**src/rtl/usb_rx_destuff.sv**
```systemverilog
// USB receive path: NRZI decode, bit destuffing, byte assembly and packet verdict.
// Optional CRC16 checking is built when the macro RX_CRC_CHECK_EN is defined;
// otherwise the packet verdict only checks byte alignment and a non-empty packet.
module usb_rx_destuff #(
    parameter int unsigned STUFF_LIMIT = 6
) (
    input  logic       clk,
    input  logic       rst,
    input  logic       start,
    input  logic       bit_strobe,
    input  logic       d_in,
    input  logic       eop,
    output logic [7:0] rx_data,
    output logic       byte_ready,
    output logic       pkt_done,
    output logic       crc_ok,
    output logic       stuff_err,
    output logic       busy
);

    localparam int unsigned OnesW = $clog2(STUFF_LIMIT + 1);
    localparam logic [OnesW-1:0] OnesLimit = OnesW'(STUFF_LIMIT);

    typedef enum logic [1:0] {StIdle, StRecv, StDone, StErr} state_e;

    state_e           state_q, state_d;
    logic             prev_level;
    logic [OnesW-1:0] ones_cnt;
    logic [2:0]       bit_cnt;
    logic [7:0]       byte_cnt;
    logic [6:0]       shift;

    logic in_recv, dec_bit, at_limit;
    logic bit_evt, take_bit, drop_bit, viol, eop_evt;
    logic verdict;

    // Qualified events; start always overrides, eop overrides a same-cycle bit.
    always_comb begin
        in_recv  = (state_q == StRecv);
        dec_bit  = (d_in == prev_level);
        at_limit = (ones_cnt == OnesLimit);
        bit_evt  = in_recv && bit_strobe && !eop && !start;
        take_bit = bit_evt && !at_limit;
        drop_bit = bit_evt && at_limit && !dec_bit;
        viol     = bit_evt && at_limit && dec_bit;
        eop_evt  = in_recv && eop && !start;
    end

`ifdef RX_CRC_CHECK_EN
    logic [15:0] crc;
    logic        crc_fb;

    // CRC16 over every accepted bit after the PID byte.
    always_ff @(posedge clk or posedge rst) begin
        if (rst) begin
            crc <= 16'hFFFF;
        end else if (start) begin
            crc <= 16'hFFFF;
        end else if (take_bit && (byte_cnt != 8'd0)) begin
            crc <= {crc[14:0], 1'b0} ^ (crc_fb ? 16'h8005 : 16'h0000);
        end
    end

    // Residual check plus byte alignment and minimum PID + CRC length.
    always_comb begin
        crc_fb  = crc[15] ^ dec_bit;
        verdict = (crc == 16'h800D) && (bit_cnt == 3'd0) && (byte_cnt >= 8'd3);
    end
`else
    // Without CRC the verdict is alignment and at least one complete byte.
    always_comb begin
        verdict = (bit_cnt == 3'd0) && (byte_cnt >= 8'd1);
    end
`endif

    // State register.
    always_ff @(posedge clk or posedge rst) begin
        if (rst) begin
            state_q <= StIdle;
        end else begin
            state_q <= state_d;
        end
    end

    // Next-state logic.
    always_comb begin
        state_d = state_q;
        if (start) begin
            state_d = StRecv;
        end else begin
            unique case (state_q)
                StRecv: begin
                    if (eop_evt) begin
                        state_d = StDone;
                    end else if (viol) begin
                        state_d = StErr;
                    end
                end
                StDone:  state_d = StIdle;
                default: state_d = state_q;
            endcase
        end
    end

    // FSM-decoded outputs.
    always_comb begin
        busy     = (state_q == StRecv);
        pkt_done = (state_q == StDone);
    end

    // Decode, destuff, byte assembly and sticky status flags.
    always_ff @(posedge clk or posedge rst) begin
        if (rst) begin
            prev_level <= 1'b0;
            ones_cnt   <= '0;
            bit_cnt    <= 3'd0;
            byte_cnt   <= 8'd0;
            shift      <= 7'd0;
            rx_data    <= 8'd0;
            byte_ready <= 1'b0;
            crc_ok     <= 1'b0;
            stuff_err  <= 1'b0;
        end else begin
            byte_ready <= 1'b0;
            if (start) begin
                // Last SYNC symbol is K, so the first data bit decodes against 0.
                prev_level <= 1'b0;
                ones_cnt   <= '0;
                bit_cnt    <= 3'd0;
                byte_cnt   <= 8'd0;
                crc_ok     <= 1'b0;
                stuff_err  <= 1'b0;
            end else begin
                if (eop_evt) begin
                    crc_ok <= verdict;
                end
                if (bit_evt) begin
                    prev_level <= d_in;
                end
                if (drop_bit) begin
                    ones_cnt <= '0;
                end
                if (viol) begin
                    stuff_err <= 1'b1;
                end
                if (take_bit) begin
                    shift    <= {dec_bit, shift[6:1]};
                    ones_cnt <= dec_bit ? ones_cnt + 1'b1 : '0;
                    bit_cnt  <= bit_cnt + 3'd1;
                    if (bit_cnt == 3'd7) begin
                        rx_data    <= {dec_bit, shift};
                        byte_ready <= 1'b1;
                        if (byte_cnt != 8'hFF) begin
                            byte_cnt <= byte_cnt + 8'd1;
                        end
                    end
                end
            end
        end
    end

endmodule

```
**config.mk**
```make
export PLATFORM = sky130hd
export DESIGN_NAME = usb_rx_destuff
export DESIGN_NICKNAME = d
export VERILOG_FILES = /design/src/rtl/usb_rx_destuff.sv
export SDC_FILE = /design/constraint.sdc
export NUM_CORES = 1
export LEC_CHECK = 0
export ABC_CLOCK_PERIOD_IN_PS = 2900
export CAP_MARGIN = 20
export CORE_MARGIN = 3
export CORE_UTILIZATION = 30
export CTS_CLUSTER_DIAMETER = 40
export CTS_CLUSTER_SIZE = 8
export DETAILED_ROUTE_END_ITERATION = 6
export GPL_TIMING_DRIVEN = 1
export MAX_ROUTING_LAYER = met4
export PLACE_DENSITY = 0.59
export SLEW_MARGIN = 30
export SYNTH_ARGS = -nofsm -noshare
export SYNTH_HDL_FRONTEND = slang
export SYNTH_SLANG_ARGS = --single-unit
```
**constraint.sdc**
```tcl
create_clock -name clk -period 2.9 [get_ports clk]
set_clock_uncertainty 0.15 [all_clocks]
set_input_delay 0.58 -clock clk [delete_from_list [all_inputs] [get_ports clk]]
set_output_delay 0.58 -clock clk [all_outputs]
set_load 0.02 [all_outputs]
```
# Word-level counts from Yosys, hierarchy flattened

Cells that the tools add are included.

Muxes and demuxes: 23
Order comparisons: 1
Eq/ne operators: 7
Bitwise logic cells: 1
Add/sub/neg operators: 3
Reduce and logical (&&, ||, !) cells: 27

Operator list:

| cell                | number |
|---|---|
| $mux 8              | 4 |
| $mux 3              | 6 |
| $reduce_bool 2->1   | 6 |
| $logic_and 1x1->1   | 10 |
| $mux 1              | 9 |
| $add 8x1->8 const B | 1 |
| $ge 8x1->1 const B  | 1 |
| $ne 8x8->1 const B  | 1 |
| $add 3x1->3 const B | 2 |
| $eq 3x3->1 const B  | 2 |
| $mux 2              | 3 |
| $reduce_and 3->1    | 2 |
| $reduce_bool 3->1   | 2 |
| $logic_not 1->1     | 4 |
| $ne 4x2->1 const B  | 1 |
| $pmux 2 s2          | 1 |
| $reduce_and 2->1    | 2 |
| $logic_not 3->1     | 1 |
| $eq 2x1->1 const B  | 1 |
| $eq 2x2->1 const B  | 1 |
| $eq 1x1->1          | 1 |
| $not 1->1           | 1 |

Word-level logic and storage cells: 72
Output and inout port bits: 13
Register bits after elaboration: 35
Input port bits: 6

# Logic depth before layout (Yosys ltp)

Word-level depth: 10
Depth in mapped cells: 8

# Worst setup path after synthesis

Ideal clock, no wire load.

Kind: input -> register
From: input port bit_strobe
To: register shift[0]
Buffers on the path: 1
Arrival time: 1.738 ns
Stages: 5
Setup slack: 0.887 ns
Library setup time: 0.125 ns
Cells stage by stage: nor4bb_1 -> buf_4 -> nand2_1 -> nor2_2 -> mux2_2

Cells in the longest elaborated chain, start to end: 5

Ends and longest elaborated chain:

| element                           | RTL line | text |
|---|---|---|
| from (decl)                       | 10       | `input logic bit_strobe,` |
| $logic_and 1x1->1 (3 in a row)    | 42       | `bit_evt = in_recv && bit_strobe && !eop && !start;` |
| $logic_and 1x1->1                 | 43       | `take_bit = bit_evt && !at_limit;` |
| $reduce_and 2->1 (no source line) | --       |  |
| to (signal assigned)              | 147      | `shift <= {dec_bit, shift[6:1]};` |
| to (decl)                         | 31       | `logic [6:0] shift;` |

Every way passes these cells.
A chain may end at the register's enable or synchronous reset.

# Worst setup path after layout

From: input port eop
To: register byte_cnt[7]

Cells in the longest elaborated chain, start to end: 6

Ends and longest elaborated chain:

| element                            | RTL line | text |
|---|---|---|
| from (decl)                        | 12       | `input logic eop,` |
| $logic_not 1->1                    | 42       |  |
| $logic_and 1x1->1 (2 in a row)     | 42       |  |
| $logic_and 1x1->1                  | 43       |  |
| $reduce_bool 2->1 (no source line) | --       |  |
| $reduce_and 3->1 (no source line)  | --       |  |
| to (signal assigned)               | 154      | `byte_cnt <= byte_cnt + 8'd1;` |
| to (decl)                          | 30       | `logic [7:0] byte_cnt;` |

Every way passes these cells.

==> results.sh <==
export IMPL_postCtsResizedCells=0
export IMPL_drt_first_iter_violations=45
export IMPL_die_w_um=81.0
export IMPL_area_growth_pct=21.3
export IMPL_min_path_type="flip-flop to flip-flop"
export IMPL_grt_pass1_wl_um=5980
export IMPL_die_area_mm2=0.00656
export IMPL_path_cells="clkdlybuf4s50_1 > nor4bb_1 > buf_4 > nand4_4 > or4_1 > a21oi_1"
export IMPL_clock_root_buffer="clkbuf_8"
export IMPL_tns_ps=0
export IMPL_p_per_area_mw_per_mm2=487
export IMPL_multi_input_area_um2=742
export IMPL_setup_slack_ps=470
export IMPL_routed_wl_um=3130
export IMPL_crit_path_start_kind="input port"
export IMPL_gr_usage_all_layers_pct=12.1
export IMPL_critPathKind="input port to flip-flop"
export IMPL_cpMaxStageDelayCell="or4_1"
export IMPL_finalNonFillerCells=261
export IMPL_endpoint_kind="flip-flop"
export IMPL_clk_pin_slew_ps=80
export IMPL_gp_congestion=0.704
export IMPL_clk_latency_ps=290
export IMPL_synth_top_area_share_pct=51.9
export IMPL_route_detailed_drc=0
export IMPL_grt_max_degree=36
export IMPL_cts_made_buffers=5
export IMPL_seq_power_share_pct=55.7
export IMPL_drive_above_1_share_pct=11.0
export IMPL_ys_seq_area_share_pct=51.9
export IMPL_syn_inst=167
export IMPL_cts_setup_buffers=0
export IMPL_grt_antenna_before_repair=0
export IMPL_setup_viol=0
export IMPL_viasPerCell=4.75
export IMPL_status="finished, final reports clean"
export IMPL_cpPeakStageDelay_ps=560
export IMPL_rsz0062_at_grt="no"
export IMPL_dp_cells=253
export IMPL_arrival_ps=2500
export IMPL_ant_nets=0
export IMPL_cts_tree="yes"
export IMPL_overflow=0
export IMPL_finalCritPeriodShare_pct=83.8
export IMPL_hold_viol_final=0
export IMPL_nNetsFinal=204
export IMPL_vias=1240
export IMPL_io_pins=19
export IMPL_synth_edf_count=0
export IMPL_synth_top_cell_by_area="dfrtp_1"
export IMPL_worst_slew_pin_slew_ps=592
export IMPL_synth_warnings=0
export IMPL_ys_types=38
export IMPL_firstDrtPassIters=3
export IMPL_port_buffers=18
export IMPL_synthArstFlopShare_pct=100
export IMPL_holdBufCountCts=0
export IMPL_p_leak_nw=0.903
export IMPL_clk_path_buf_depth=2
export IMPL_switching_share_pct=25.5
export IMPL_power_frac_comb_pct=9.2
export IMPL_vdd_drop_max_mv=0.232
export IMPL_mappedNetlistArea_mm2=0.00169
export IMPL_max_slew_margin_pct=60.4
export IMPL_dp_slack_ps=153
export IMPL_clkSinkCount=35
export IMPL_wl_per_cell_um=12.0
export IMPL_synth_seq_cells=35
export IMPL_initial_core_util_pct=32.0
export IMPL_rows=26
export IMPL_maxCapViolCount=0
export IMPL_diodes=0
export IMPL_p_clk_share_pct=35.1
export IMPL_power_switching_mw=0.254
export IMPL_path_max_fanout=18
export IMPL_synth_most_common_cell="dfrtp_1"
export IMPL_drv_slew=0
export IMPL_die_h_um=81.0
export IMPL_core_area_mm2=0.00527
export IMPL_required_ps=2970
export IMPL_syn_num_nets=181
export IMPL_post_dp_hpwl_um=2210
export IMPL_h_tree_depth=2
export IMPL_seq_area_um2=876
export IMPL_nFillCells=545
export IMPL_ys_flop_type="dfrtp_1"
export IMPL_synth_area_leaders="dfrtp_1, nand2_1, ha_1, mux2_2, a21oi_1"
export IMPL_ys_top_cells_by_count="dfrtp_1, nand2_1, a21oi_1"
export IMPL_synth_avg_cell_area_um2=10.1
export IMPL_max_freq_ghz=0.411
export IMPL_grt_pass1_vias=1318
export IMPL_final_core_util_pct=38.8
export IMPL_p_int_mw=0.742
export IMPL_layout_min_cycle_time_ps=2430
-- cell families (layout without fill, tap and decap cells) --
logic type	Yosys count	in the layout	synth area share, %
simple gates	68	68	21.3
flops	35	35	51.9
compound gates	29	29	10.5
buf+inv	17	41	4.08
fa+ha+maj	8	8	5.93
mux	7	7	4.67
xor+xnor	3	3	1.56
-- cell usage in the layout, fill, tap and decap left out, drive strengths merged, types with 2 or more instances in the layout --
cell            n
xnor2           2
a21oi          14
ha              8
dfrtp          35
nand3b          3
o41ai           2
mux2            7
inv            10
nor4            2
clkdlybuf4s50  18
or4             4
clkinvlp        2
clkinv          2
o31ai           3
or3             2
nor3            2
nand3           6
nand4           3
nand2          33
clkbuf          5
buf             4
o21ai           5
nor2            6
-- sequential cells by signal, summed over array words and instances (netlist names) --
register,cells
rx_data,8
byte_ready,1
crc_ok,1
shift,7
byte_cnt,8
stuff_err,1
prev_level,1
bit_cnt,3
state_q,2
ones_cnt,3
-- stage by stage --
stage	hold slack, ps	power [mW]	instance area (um2)
floorplan	285	0.623	1690
global placement	304	0.655	1960
detailed placement	312	0.658	1960
CTS	330	1.02	2050
global route	377	1.05	2050
finish	322	0.996	2050
-- worst paths after layout --
| kind | startpoint | to | slack [ps] | depth (start not counted) |
|---|---|---|---|---|
| worst max-delay path | eop | byte_cnt[7] | 470 | 6 |
| worst min-delay path | shift[0] | rx_data[0] | 320 | 2 |
| worst max register to register | state_q[1] | byte_cnt[7] | 810 | 5 |
| worst min register to register | shift[0] | rx_data[0] | 320 | 2 |
| max in group asynchronous | rst | state_q[1] | 1750 | 3 |
| min in group asynchronous | rst | byte_ready | 540 | 3 |
-- routing by layer --
layer | vias up | wire (um) | global-route usage, %
met1 | 594 | 1440 | 14.8
met2 | 12 | 1550 | 19.0
met3 | 4 | 102 | 3.66
met4 | 0 | 33 | 4.05
met5 | - | 0 | -
li1 | 630 | - | -
-- power groups by stage --
stage | Sequential (mW) | Clock, mW | Combinational (mW)
after floorplan | 0.555 | 0 | 0.0683
after global placement | 0.562 | 0 | 0.0926
after detailed placement | 0.564 | 0 | 0.0942
after CTS | 0.554 | 0.368 | 0.0943
after global routing | 0.561 | 0.385 | 0.104
final | 0.554 | 0.350 | 0.0920
-- layout make-up --
class                      instances  share of cell area, %
clock buffer                       5                   3.36
clock inverter                     3                  0.979
inverter                          11                   2.02
multi-input combinational        115                   36.3
sequential                        35                   42.8
tap                               70                   4.28
timing repair buffer              22                   10.3
-- worst max-delay path: cells and delay by family --
family | cells | cell delay (ps)
simple gates | 3 | 1080
buf+inv | 2 | 690
compound gates | 1 | 150
Note: power is estimated with default switching activity, not from simulation.
